[src/rtl/id_lifecycle_tracker_pkg.sv]
// ---------------------------------------------------------------------------
// id_lifecycle_tracker_pkg
//   Shared definitions for the instruction-ID lifecycle tracker.
//   - Default parameter values for the tracker and its sub-blocks.
//   - Statistics counter width and type.
// No ports (package).
// ---------------------------------------------------------------------------
package id_lifecycle_tracker_pkg;

  localparam int unsigned TRK_NUM_IDS_DEF      = 8;
  localparam int unsigned TRK_RETIRE_PORTS_DEF = 2;
  localparam int unsigned TRK_WB_PORTS_DEF     = 3;
  localparam int unsigned TRK_MAX_RD_DEF       = 1;

  localparam int unsigned STAT_W = 32;
  typedef logic [STAT_W-1:0] stat_cnt_t;

endpackage

[src/rtl/id_lifecycle_tracker_pending_set.sv]
// ---------------------------------------------------------------------------
// id_pending_set
//   One pending bit per instruction ID. A bit is set when a multicycle
//   instruction issues and cleared when that ID completes on a writeback
//   port. RD_PORTS combinational read ports expose the bits of the IDs the
//   retire logic is looking at this cycle.
//
// Ports:
//   clk, rst      clock, synchronous active-high reset (clears all bits)
//   set_en/set_id set pending for one ID
//   clr_valid     per-writeback-port clear strobe
//   clr_ids       packed clear IDs, port k at [k*IDW +: IDW]
//   rd_ids        packed read IDs, port i at [i*IDW +: IDW]
//   rd_pending    pending bit for each read port
// ---------------------------------------------------------------------------
module id_pending_set
  import id_lifecycle_tracker_pkg::*;
#(
  parameter  int unsigned NUM_IDS  = TRK_NUM_IDS_DEF,
  parameter  int unsigned WB_PORTS = TRK_WB_PORTS_DEF,
  parameter  int unsigned RD_PORTS = TRK_RETIRE_PORTS_DEF,
  localparam int unsigned IDW      = $clog2(NUM_IDS)
) (
  input  logic                    clk,
  input  logic                    rst,
  input  logic                    set_en,
  input  logic [IDW-1:0]          set_id,
  input  logic [WB_PORTS-1:0]     clr_valid,
  input  logic [WB_PORTS*IDW-1:0] clr_ids,
  input  logic [RD_PORTS*IDW-1:0] rd_ids,
  output logic [RD_PORTS-1:0]     rd_pending
);

  logic [NUM_IDS-1:0] pending_q, pending_d;

  always_comb begin
    pending_d = pending_q;
    for (int k = 0; k < WB_PORTS; k++) begin
      if (clr_valid[k]) pending_d[clr_ids[k*IDW +: IDW]] = 1'b0;
    end
    if (set_en) pending_d[set_id] = 1'b1;
  end

  always_ff @(posedge clk) begin
    if (rst) pending_q <= '0;
    else     pending_q <= pending_d;
  end

  always_comb begin
    rd_pending = '0;
    for (int i = 0; i < RD_PORTS; i++) begin
      rd_pending[i] = pending_q[rd_ids[i*IDW +: IDW]];
    end
  end

  // A completion must target an outstanding multicycle ID, and an ID cannot
  // be both issued and completed in the same cycle.
  for (genvar k = 0; k < WB_PORTS; k++) begin : g_chk
    a_wb_pending: assert property (@(posedge clk) disable iff (rst)
      clr_valid[k] |-> pending_q[clr_ids[k*IDW +: IDW]]);
    a_set_clr: assert property (@(posedge clk) disable iff (rst)
      (set_en && clr_valid[k]) |-> (clr_ids[k*IDW +: IDW] != set_id));
  end

endmodule

[src/rtl/id_lifecycle_tracker.sv]
// ---------------------------------------------------------------------------
// id_lifecycle_tracker
//   In-order instruction-ID allocator/retirer. IDs move through
//   fetch (alloc) -> issue -> out-of-order writeback -> in-order retire.
//   Three wrapping pointers (alloc, issue, retire) and two occupancy counts
//   (pre-issue, post-issue) describe the ring of IDs. Up to RETIRE_PORTS
//   oldest post-issue IDs retire per cycle, at most MAX_RD_RETIRES of which
//   may write a register. Retire outputs are registered (1-cycle latency).
//
// Ports:
//   clk, rst                  clock, synchronous active-high reset
//   alloc/alloc_ready/alloc_id       fetch-side allocation handshake
//   issue/issue_id/issue_uses_rd/issue_multicycle  issue of oldest pre-issue ID
//   fetch_flush               drop all pre-issue IDs
//   wb_valid/wb_id            multicycle completion ports
//   retire_hold               block retirement
//   exception_pending         retire through port 0 only
//   retire_valid/ids/count/rd_count  registered retire result
//   pre_issue_count/post_issue_count occupancy
//   stat_full_cycles/stat_rd_limit_cycles  statistics
//
// Build option: define ID_TRACKER_STATS_EN to build the two saturating
// statistics counters; otherwise both stat ports read 0.
// ---------------------------------------------------------------------------
module id_lifecycle_tracker
  import id_lifecycle_tracker_pkg::*;
#(
  parameter  int unsigned NUM_IDS        = TRK_NUM_IDS_DEF,
  parameter  int unsigned RETIRE_PORTS   = TRK_RETIRE_PORTS_DEF,
  parameter  int unsigned WB_PORTS       = TRK_WB_PORTS_DEF,
  parameter  int unsigned MAX_RD_RETIRES = TRK_MAX_RD_DEF,
  localparam int unsigned IDW            = $clog2(NUM_IDS),
  localparam int unsigned CNTW           = IDW + 1,
  localparam int unsigned RCW            = $clog2(RETIRE_PORTS + 1),
  localparam int unsigned RDW            = $clog2(MAX_RD_RETIRES + 1)
) (
  input  logic                        clk,
  input  logic                        rst,
  input  logic                        alloc,
  output logic                        alloc_ready,
  output logic [IDW-1:0]              alloc_id,
  input  logic                        issue,
  output logic [IDW-1:0]              issue_id,
  input  logic                        issue_uses_rd,
  input  logic                        issue_multicycle,
  input  logic                        fetch_flush,
  input  logic [WB_PORTS-1:0]         wb_valid,
  input  logic [WB_PORTS*IDW-1:0]     wb_id,
  input  logic                        retire_hold,
  input  logic                        exception_pending,
  output logic [RETIRE_PORTS-1:0]     retire_valid,
  output logic [RETIRE_PORTS*IDW-1:0] retire_ids,
  output logic [RCW-1:0]              retire_count,
  output logic [RDW-1:0]              retire_rd_count,
  output logic [CNTW-1:0]             pre_issue_count,
  output logic [CNTW-1:0]             post_issue_count,
  output stat_cnt_t                   stat_full_cycles,
  output stat_cnt_t                   stat_rd_limit_cycles
);

  localparam int unsigned SUMW = CNTW + 1;

  typedef struct packed {
    logic [RETIRE_PORTS-1:0]     valid;
    logic [RETIRE_PORTS*IDW-1:0] ids;
    logic [RCW-1:0]              count;
    logic [RDW-1:0]              rd_count;
  } id_tracker_retire_t;

  function automatic logic [RETIRE_PORTS*IDW-1:0] reset_ids();
    logic [RETIRE_PORTS*IDW-1:0] v;
    v = '0;
    for (int i = 0; i < RETIRE_PORTS; i++) v[i*IDW +: IDW] = IDW'(i);
    return v;
  endfunction

  logic [IDW-1:0]              alloc_ptr_q, alloc_ptr_d;
  logic [IDW-1:0]              issue_ptr_q, issue_ptr_d;
  logic [IDW-1:0]              retire_ptr_q, retire_ptr_d;
  logic [CNTW-1:0]             pre_q, pre_d;
  logic [CNTW-1:0]             post_q, post_d;
  logic [NUM_IDS-1:0]          uses_rd_q, uses_rd_d;
  id_tracker_retire_t          ret_q, ret_d;

  logic [RETIRE_PORTS*IDW-1:0] port_ids;
  logic [RETIRE_PORTS-1:0]     pend_rd;
  logic [RETIRE_PORTS-1:0]     r_valid;
  logic [RCW-1:0]              r_cnt;
  logic [RDW-1:0]              r_rd_cnt;
  logic                        rd_stop;

  assign alloc_ready = (SUMW'(pre_q) + SUMW'(post_q)) < SUMW'(NUM_IDS);
  assign alloc_id    = alloc_ptr_q;
  assign issue_id    = issue_ptr_q;

  always_comb begin
    port_ids = '0;
    for (int i = 0; i < RETIRE_PORTS; i++) begin
      port_ids[i*IDW +: IDW] = retire_ptr_q + IDW'(i);
    end
  end

  id_pending_set #(
    .NUM_IDS  (NUM_IDS),
    .WB_PORTS (WB_PORTS),
    .RD_PORTS (RETIRE_PORTS)
  ) u_pending (
    .clk        (clk),
    .rst        (rst),
    .set_en     (issue && issue_multicycle),
    .set_id     (issue_ptr_q),
    .clr_valid  (wb_valid),
    .clr_ids    (wb_id),
    .rd_ids     (port_ids),
    .rd_pending (pend_rd)
  );

  // Retire decision. A port retires only if every older port retires, so
  // the first blocked port (for any reason) ends the group. rd_stop marks a
  // group whose only obstacle was the rd-writing retirement limit.
  always_comb begin
    logic chain;
    logic base_ok;
    logic rd_ok;
    logic cur_rd;
    r_valid  = '0;
    r_cnt    = '0;
    r_rd_cnt = '0;
    rd_stop  = 1'b0;
    chain    = 1'b1;
    base_ok  = 1'b0;
    rd_ok    = 1'b0;
    cur_rd   = 1'b0;
    for (int i = 0; i < RETIRE_PORTS; i++) begin
      cur_rd  = uses_rd_q[port_ids[i*IDW +: IDW]];
      base_ok = chain && (post_q > CNTW'(i)) && !pend_rd[i] && !retire_hold &&
                ((i == 0) || !exception_pending);
      rd_ok   = !cur_rd || (r_rd_cnt < RDW'(MAX_RD_RETIRES));
      if (base_ok && !rd_ok) rd_stop = 1'b1;
      r_valid[i] = base_ok && rd_ok;
      if (r_valid[i]) begin
        r_cnt = r_cnt + RCW'(1);
        if (cur_rd) r_rd_cnt = r_rd_cnt + RDW'(1);
      end
      chain = r_valid[i];
    end
  end

  // A flush restarts allocation right behind the issue point, so the ID
  // issuing this cycle (if any) is kept and any concurrent alloc is dropped.
  always_comb begin
    if (fetch_flush) begin
      alloc_ptr_d = issue_ptr_q + IDW'(issue);
      pre_d       = '0;
    end else begin
      alloc_ptr_d = alloc_ptr_q + IDW'(alloc);
      pre_d       = pre_q + CNTW'(alloc) - CNTW'(issue);
    end
    issue_ptr_d  = issue_ptr_q + IDW'(issue);
    // The ID issuing this cycle is not yet in post_q, so it cannot retire now.
    post_d       = post_q + CNTW'(issue) - CNTW'(r_cnt);
    retire_ptr_d = retire_ptr_q + IDW'(r_cnt);

    uses_rd_d = uses_rd_q;
    if (issue) uses_rd_d[issue_ptr_q] = issue_uses_rd;

    ret_d.valid    = r_valid;
    ret_d.ids      = port_ids;
    ret_d.count    = r_cnt;
    ret_d.rd_count = r_rd_cnt;
  end

  // ---- register boundary: tracker state and retire outputs ----
  always_ff @(posedge clk) begin
    if (rst) begin
      alloc_ptr_q    <= '0;
      issue_ptr_q    <= '0;
      retire_ptr_q   <= '0;
      pre_q          <= '0;
      post_q         <= '0;
      ret_q.valid    <= '0;
      ret_q.ids      <= reset_ids();
      ret_q.count    <= '0;
      ret_q.rd_count <= '0;
    end else begin
      alloc_ptr_q  <= alloc_ptr_d;
      issue_ptr_q  <= issue_ptr_d;
      retire_ptr_q <= retire_ptr_d;
      pre_q        <= pre_d;
      post_q       <= post_d;
      ret_q        <= ret_d;
    end
  end

  // uses_rd is always written at issue before it is read at retire.
  always_ff @(posedge clk) begin
    uses_rd_q <= uses_rd_d;
  end

  assign retire_valid     = ret_q.valid;
  assign retire_ids       = ret_q.ids;
  assign retire_count     = ret_q.count;
  assign retire_rd_count  = ret_q.rd_count;
  assign pre_issue_count  = pre_q;
  assign post_issue_count = post_q;

`ifdef ID_TRACKER_STATS_EN
  function automatic stat_cnt_t sat_inc(input stat_cnt_t v, input logic en);
    return (en && (v != '1)) ? v + stat_cnt_t'(1) : v;
  endfunction

  stat_cnt_t full_cyc_q, full_cyc_d;
  stat_cnt_t rd_lim_q, rd_lim_d;

  always_comb begin
    full_cyc_d = sat_inc(full_cyc_q, !alloc_ready);
    rd_lim_d   = sat_inc(rd_lim_q, rd_stop);
  end

  // ---- register boundary: statistics ----
  always_ff @(posedge clk) begin
    if (rst) begin
      full_cyc_q <= '0;
      rd_lim_q   <= '0;
    end else begin
      full_cyc_q <= full_cyc_d;
      rd_lim_q   <= rd_lim_d;
    end
  end

  assign stat_full_cycles     = full_cyc_q;
  assign stat_rd_limit_cycles = rd_lim_q;
`else
  // The rd-limit flag only feeds the statistics counters.
  logic stats_unused;
  assign stats_unused         = rd_stop;
  assign stat_full_cycles     = '0;
  assign stat_rd_limit_cycles = '0;
`endif

  a_alloc_ready: assert property (@(posedge clk) disable iff (rst)
    alloc |-> alloc_ready);
  a_issue_nonempty: assert property (@(posedge clk) disable iff (rst)
    issue |-> (pre_q != '0));

endmodule

[config.mk]
export PLATFORM = sky130hd
export DESIGN_NAME = id_lifecycle_tracker
export DESIGN_NICKNAME = d
export VERILOG_FILES = /design/src/rtl/id_lifecycle_tracker_pkg.sv /design/src/rtl/id_lifecycle_tracker_pending_set.sv /design/src/rtl/id_lifecycle_tracker.sv
export SDC_FILE = /design/constraint.sdc
export NUM_CORES = 1
export LEC_CHECK = 0
export ABC_AREA = 1
export ABC_CLOCK_PERIOD_IN_PS = 8510
export CAP_MARGIN = 20
export CORE_ASPECT_RATIO = 1.2
export CORE_MARGIN = 2
export CORE_UTILIZATION = 50
export CTS_BUF_LIST = sky130_fd_sc_hd__clkbuf_4
export DETAILED_ROUTE_END_ITERATION = 10
export PLACE_DENSITY_LB_ADDON = 0.2
export SLEW_MARGIN = 5
export SYNTH_ARGS = -nofsm -noshare
export SYNTH_HDL_FRONTEND = slang
export SYNTH_SLANG_ARGS = --single-unit
[constraint.sdc]
create_clock -name clk -period 8.51 [get_ports clk]
set_input_delay 0.851 -clock clk [delete_from_list [all_inputs] [get_ports clk]]
set_output_delay 0.851 -clock clk [all_outputs]
set_load 0.05 [all_outputs]
## Word-level counts from Yosys, hierarchy flattened

Index checks and enable logic that the tools add are counted.
W data, S select, Z words.

- Add/sub/neg operators: 11
- Order comparisons: 14
- Multiplexer cells: 28
- Bitwise logic cells: 7
- Reduce and logical (&&, ||, !) cells: 19

Operator list:

| kind | count |
|---|---|
| $mux W8 | 4 |
| $and A8 B8 Y8 | 3 |
| $lt A3 B4 Y1 const B | 6 |
| $not A8 Y8 | 3 |
| $mux W1 | 13 |
| $bmux W1 S3 | 4 |
| $demux W1 S3 | 4 |
| $ge A3 B1 Y1 const B | 4 |
| $logic_and A1 B1 Y1 | 12 |
| $add A4 B1 Y4 | 2 |
| $bwmux W8 | 1 |
| $gt A4 B1 Y1 const B | 2 |
| $or A8 B8 Y8 | 1 |
| $add A3 B1 Y3 | 2 |
| $add A4 B4 Y5 | 1 |
| $logic_not A1 Y1 | 5 |
| $lt A5 B4 Y1 const B | 1 |
| $sub A4 B1 Y4 | 1 |
| $sub A4 B2 Y4 | 1 |
| $add A3 B1 Y3 const B | 1 |
| $add A3 B2 Y3 | 1 |
| $mux W3 | 1 |
| $add A2 B1 Y2 const B | 1 |
| $mux W2 | 1 |
| 4 further kinds | 4 |

- Register bits: 44
- Bits of input ports: 21
- Logic and storage cells: 90

## Logic depth before layout (Yosys ltp)

- Word-level depth: 13
- Mapped depth: 20

## Hierarchy

A second synthesis with hierarchy kept.

- Cell total of the unflattened synthesis: 397
- Area total of the unflattened synthesis: 3016.6 sq um

By module, submodules not included:

| module | instances | cells each | area each (sq um) | sequential area each (sq um) |
|---|---|---|---|---|
| id_lifecycle_tracker | 1 | 271 | 2282.2 | 800.8 |
| id_pending_set | 1 | 126 | 734.5 | 160.2 |

## Worst setup path before layout

OpenSTA, ideal clock, no wires.

- Path kind: reg2out
- Start: register pre_q[1], in the netlist pre_issue_count[1]
- End: output port alloc_ready
- Data arrival time: 3587 ps
- Data required time: 7659 ps
- Path slack: 4072 ps
- Stages on the path, launching flop included: 5
- Buffers on the path: 0
- Cell sequence: dfxtp_1 -> ha_1 -> nand3_1 -> nand2_1 -> a2111oi_0

- Longest elaborated chain between the ends: 2

RTL lines:

| item | line | source |
|---|---|---|
| start: declaration | id_lifecycle_tracker.sv:80 | `logic [CNTW-1:0] pre_q, pre_d;` |
| start signal: assignment | id_lifecycle_tracker.sv:189 | `pre_q <= pre_d;` |
| $add A4 B4 Y5 | id_lifecycle_tracker.sv:92 | `assign alloc_ready = (SUMW'(pre_q) + SUMW'(post_q)) < SUMW'(NUM_IDS);` |
| $lt A5 B4 Y1 | id_lifecycle_tracker.sv:92 |  |
| end: declaration | id_lifecycle_tracker.sv:40 | `output logic alloc_ready,` |

No other way between the ends.

## Worst setup path after layout

- Start: register retire_ptr_q[0]
- End: register post_q[2], in the netlist post_issue_count[2]

- Elaborated cells on any way between the ends: 27

RTL lines:

| item | line | source |
|---|---|---|
| start: declaration | id_lifecycle_tracker.sv:79 | `logic [IDW-1:0] retire_ptr_q, retire_ptr_d;` |
| start signal: assignment | id_lifecycle_tracker.sv:188 | `retire_ptr_q <= retire_ptr_d;` |
| $add A3 B1 Y3 (*) | id_lifecycle_tracker.sv:99 | `port_ids[i*IDW +: IDW] = retire_ptr_q + IDW'(i);` |
| named net port_ids[4] | id_lifecycle_tracker.sv:85 | `logic [RETIRE_PORTS*IDW-1:0] port_ids;` |
| $bmux W1 S3 | id_lifecycle_tracker_pending_set.sv:52 | `rd_pending[i] = pending_q[rd_ids[i*IDW +: IDW]];` |
| $mux W1 (implied by the code) | id_lifecycle_tracker_pending_set.sv:52 |  |
| $logic_not A1 Y1 | id_lifecycle_tracker.sv:136 | `base_ok = chain && (post_q > CNTW'(i)) && !pend_rd[i] && !retire_hold &&` |
| $logic_and A1 B1 Y1 (3 in a row) | id_lifecycle_tracker.sv:136 |  |
| $logic_and A1 B1 Y1 (*) | id_lifecycle_tracker.sv:140 | `r_valid[i] = base_ok && rd_ok;` |
| $mux W2 (*) | id_lifecycle_tracker.sv:141 | `if (r_valid[i]) begin` |
| named net r_cnt[0] | id_lifecycle_tracker.sv:88 | `logic [RCW-1:0] r_cnt;` |
| $sub A4 B2 Y4 (*) | id_lifecycle_tracker.sv:161 | `post_d = post_q + CNTW'(issue) - CNTW'(r_cnt);` |
| end signal: assignment | id_lifecycle_tracker.sv:190 | `post_q <= post_d;` |
| end: declaration | id_lifecycle_tracker.sv:81 | `logic [CNTW-1:0] post_q, post_d;` |

Mark *: on every way through the listed nets, which the timed path passes. The rest lies on a longest branch. The select of a mux whose other input is x is not followed.
A chain may end at the register's enable or synchronous reset.

==> qor.yml <==
min_path:
  worstHoldEndpoint: "u_pending.pending_q[5]$_SDFF_PP0_"
  hold_path_class: "flip-flop to flip-flop"
  worst_hold_startpoint: "u_pending.pending_q[5]$_SDFF_PP0_"
  worstHoldPathCells: 2
logic_synthesis:
  ys_ff_latch: 44
  post-synth-top-area-cell: "sky130_fd_sc_hd__dfxtp_1"
  synth.most_common_cell: "sky130_fd_sc_hd__buf_4"
  ys_dominant_reg_cell: "sky130_fd_sc_hd__dfxtp_1"
  synth_enable_flop_cells: 8
  synth_top_area_share_pct: 24.2
  ys_top_cells_by_area: "sky130_fd_sc_hd__dfxtp_1, sky130_fd_sc_hd__buf_4, sky130_fd_sc_hd__ha_1, sky130_fd_sc_hd__edfxtp_1, sky130_fd_sc_hd__nand2_1"
  synth-warning-count: 0
  netlist_area_sq_um: 2980
  average_cell_area_after_synthesis_sq_um: 7.76
  synth_commonest_cells: "sky130_fd_sc_hd__buf_4, sky130_fd_sc_hd__nand2_1, sky130_fd_sc_hd__inv_1, sky130_fd_sc_hd__nor2_1, sky130_fd_sc_hd__dfxtp_1"
  synth-async-reset-ratio_pct: 0
  synth-seq-area-share_pct: 32.3
  yosysUniqueCellTypes: 36
  synthesis.instances: 384
placed_design:
  io_buffers: 46
  post-place-cells: 503
  gpl.final_weighted_congestion: 0.896
  detailedPlacementHpwl_um: 4280
die:
  core.rowCount: 30
  floorplan.initialDensity_pct: 52.2
  chipHeight_um: 88.6
  floorplan.die_area_sq_um: 6590
  core_area_sq_um: 5710
  i_o_pin_cnt: 111
  die_width_um: 74.5
timing:
  max_slew_margin_pct: 51.9
  fin_hold_ws_ns: 0.533
  rsz_0062_raised_after_global_routing: "no"
  timing.final.crit_period_ns: 3.55
  timing.final.hold_violations: 0
  post-route-period-util_pct: 41.7
  worst_slew_pin_slew_ns: 0.721
  setup_viol: 0
  finalClockSkew_ns: 0.00524
  tns_ns: 0
  slew_violations: 0
  max_freq_ghz: 0.281
routing:
  initialDrtViolationCount: 119
  drt_pre_antenna_iters: 4
  post_drt_via_cell_ratio: 4.42
  route.detailed.wl_per_inst_um: 10.3
  routed-via-count: 2255
  drc_errors: 0
  detail_route.wirelength_um: 5240
  final_antenna_net_count: 0
setup_path:
  critical_path.max_fanout: 19
  cpMostUsedCell: "sky130_fd_sc_hd__ha_1"
  critical_r2r_capture: "post_issue_count[2]$_SDFF_PP0_"
  end_kind: "flip-flop"
  crit_path_cell_trace: "ha_1 > inv_1 > o21ai_0 > o22ai_1 > nand2_1 > nand2_1 > ha_1 > nor3_1 > nand3_4 > inv_2 > nor2_1 > ha_1 > inv_1 > ha_1 > inv_1 > fa_1 > xor2_1 > nor2_1"
  critical_setup_path_class: "flip-flop to flip-flop"
  ff2ff_path_depth: 18
  r2r_slack_ns: 4.96
  cp_slowest_cell: "sky130_fd_sc_hd__dfxtp_1"
  critPathMaxStageDelay_ns: 0.81
  startpoint: "retire_ptr_q[0]$_SDFF_PP0_"
  worstPathRequired_ns: 8.75
  startpoint_type: "flip-flop"
  data_arrival_critical_path_ns: 3.80
  regToRegStartpoint: "retire_ptr_q[0]$_SDFF_PP0_"
clock_network:
  cts_repair_resize_count: 0
  cts_tree: "done"
  clock_tree.buffer_depth: 2
  postCtsSetupBuffers: 0
  clk_transition_reported_paths_ns: 0.12
  insertion_delay_ns: 0.35
  holdBufCountCts: 0
  cts_made_buffers: 5
  htreeDepth: 2
  clkSinkCount: 44
  cts_root_buffer: "sky130_fd_sc_hd__clkbuf_4"
pwr:
  p_per_area_nw_per_um2: 258
  irDropWorstVdd_uv: 115
  power_leakage_nw: 1.56
global_route:
  grt_overflow_total: 0
  grt_pass1_vias: 2022
  grt_use_total_pct: 16.4
  grt_start_max_net_pins: 30
  wire_length_of_the_first_global_routing_pass_um: 8380
  antenna_violations_before_repair: 0
final_layout:
  final-instance-count-excl-fill: 510
  final.fill_count: 565
  drive_above_1_share_pct: 7.44
  flow.area_growth_from_synthesis_pct: 10.7
  num-nets-final: 474
  num_antenna_cells: 0
outcome:
  outcome: "finished, final reports clean"
run:
  drv_cap: 0
registers in the layout (all words and copies together), names as in the netlist:
| name | count |
|---|---|
| alloc_id | 3 |
| issue_id | 3 |
| post_issue_count | 4 |
| pre_issue_count | 4 |
| retire_count | 2 |
| retire_ids | 6 |
| retire_ptr_q | 3 |
| retire_rd_count | 1 |
| retire_valid | 2 |
| u_pending.pending_q | 8 |
| uses_rd_q | 8 |
layout by cell type (no fill, tap or decap), types with 6 or more instances in the layout:
cell type / Yosys / layout
sky130_fd_sc_hd__conb_1: 1 / 64
sky130_fd_sc_hd__nand2_1: 52 / 52
sky130_fd_sc_hd__inv_1: 51 / 51
sky130_fd_sc_hd__clkdlybuf4s50_1: 0 / 46
sky130_fd_sc_hd__nor2_1: 44 / 44
sky130_fd_sc_hd__dfxtp_1: 36 / 36
sky130_fd_sc_hd__nand3_1: 23 / 23
sky130_fd_sc_hd__ha_1: 20 / 20
sky130_fd_sc_hd__a21oi_1: 19 / 19
sky130_fd_sc_hd__nand2_2: 8 / 8
sky130_fd_sc_hd__edfxtp_1: 8 / 8
sky130_fd_sc_hd__o21ai_0: 7 / 7
sky130_fd_sc_hd__clkbuf_4: 0 / 7
sky130_fd_sc_hd__nand4_1: 6 / 6
routing by layer:
metal | up-vias | global-route usage [%] | share of wire (%)
li1 | 1186 | - | -
met1 | 970 | 19.4 | 44
met2 | 87 | 28.6 | 49
met3 | 12 | 3.64 | 6.1
met4 | 0 | 6.49 | 1.8
met5 | - | 0 | 0
worst max-delay path: cells and delay by family (launching register included):
family / cells / cell delay (ns)
xor gates and xnor gates: 1 / 0.15
DFF: 1 / 0.81
and+or+nand+nor: 6 / 0.66
AOI/OAI and AO/OA: 2 / 0.19
adders and majority gates: 5 / 1.32
buffers and inverters: 4 / 0.33
layout make-up:
cell class                 instances  area [sq um]  share of cell area (%)
sequential                        44           961                    29.1
inverter                          56           218                    6.60
multi-input combinational        276          1500                    45.4
tap                               80           100                    3.03
clock buffer                       7          52.6                    1.59
timing repair buffer              47           468                    14.2
power by group:
part,leakage [nW],internal (mW),switching (mW)
logic,1.16,0.151,0.325
registers,0.367,0.241,0.0329
clock network,0.0322,0.0376,0.0639
how the worst max path moves through the flow:
stage | to | slack [ns] | cells past startpoint
2_1_floorplan | alloc_ready | 4.07 | 4
3_3_place_gp | post_issue_count[2]$_SDFF_PP0_ | 4.99 | 16
3_5_place_dp | post_issue_count[2]$_SDFF_PP0_ | 4.91 | 16
4_1_cts | post_issue_count[2]$_SDFF_PP0_ | 4.95 | 18
5_1_grt | post_issue_count[2]$_SDFF_PP0_ | 4.61 | 18
6_report | post_issue_count[2]$_SDFF_PP0_ | 4.96 | 18
stage by stage:
stage	util (%)	instance area, sq um	setup slack [ns]	power, mW
global route	57.8	3300	4.61	0.918
CTS	57.8	3300	4.95	0.858
detailed placement	56.9	3250	4.91	0.756
global placement	56.9	3250	4.99	0.745
floorplan	-	3220	4.07	0.684
finish	57.8	3300	4.96	0.852
cells by family (layout without fill, tap and decap cells):
logic type	after synthesis	after routing	share of synthesized area, %
AND/OR/NAND/NOR	144	144	22.2
buffers and inverters	127	110	25.4
flip-flops	44	44	32.3
AO/OA/AOI/OAI	38	38	7.31
adder cells (fa/ha/maj)	23	23	10.4
XOR/XNOR	7	7	2.31
other	1	64	0.126
(Power assumes the default switching activity.)
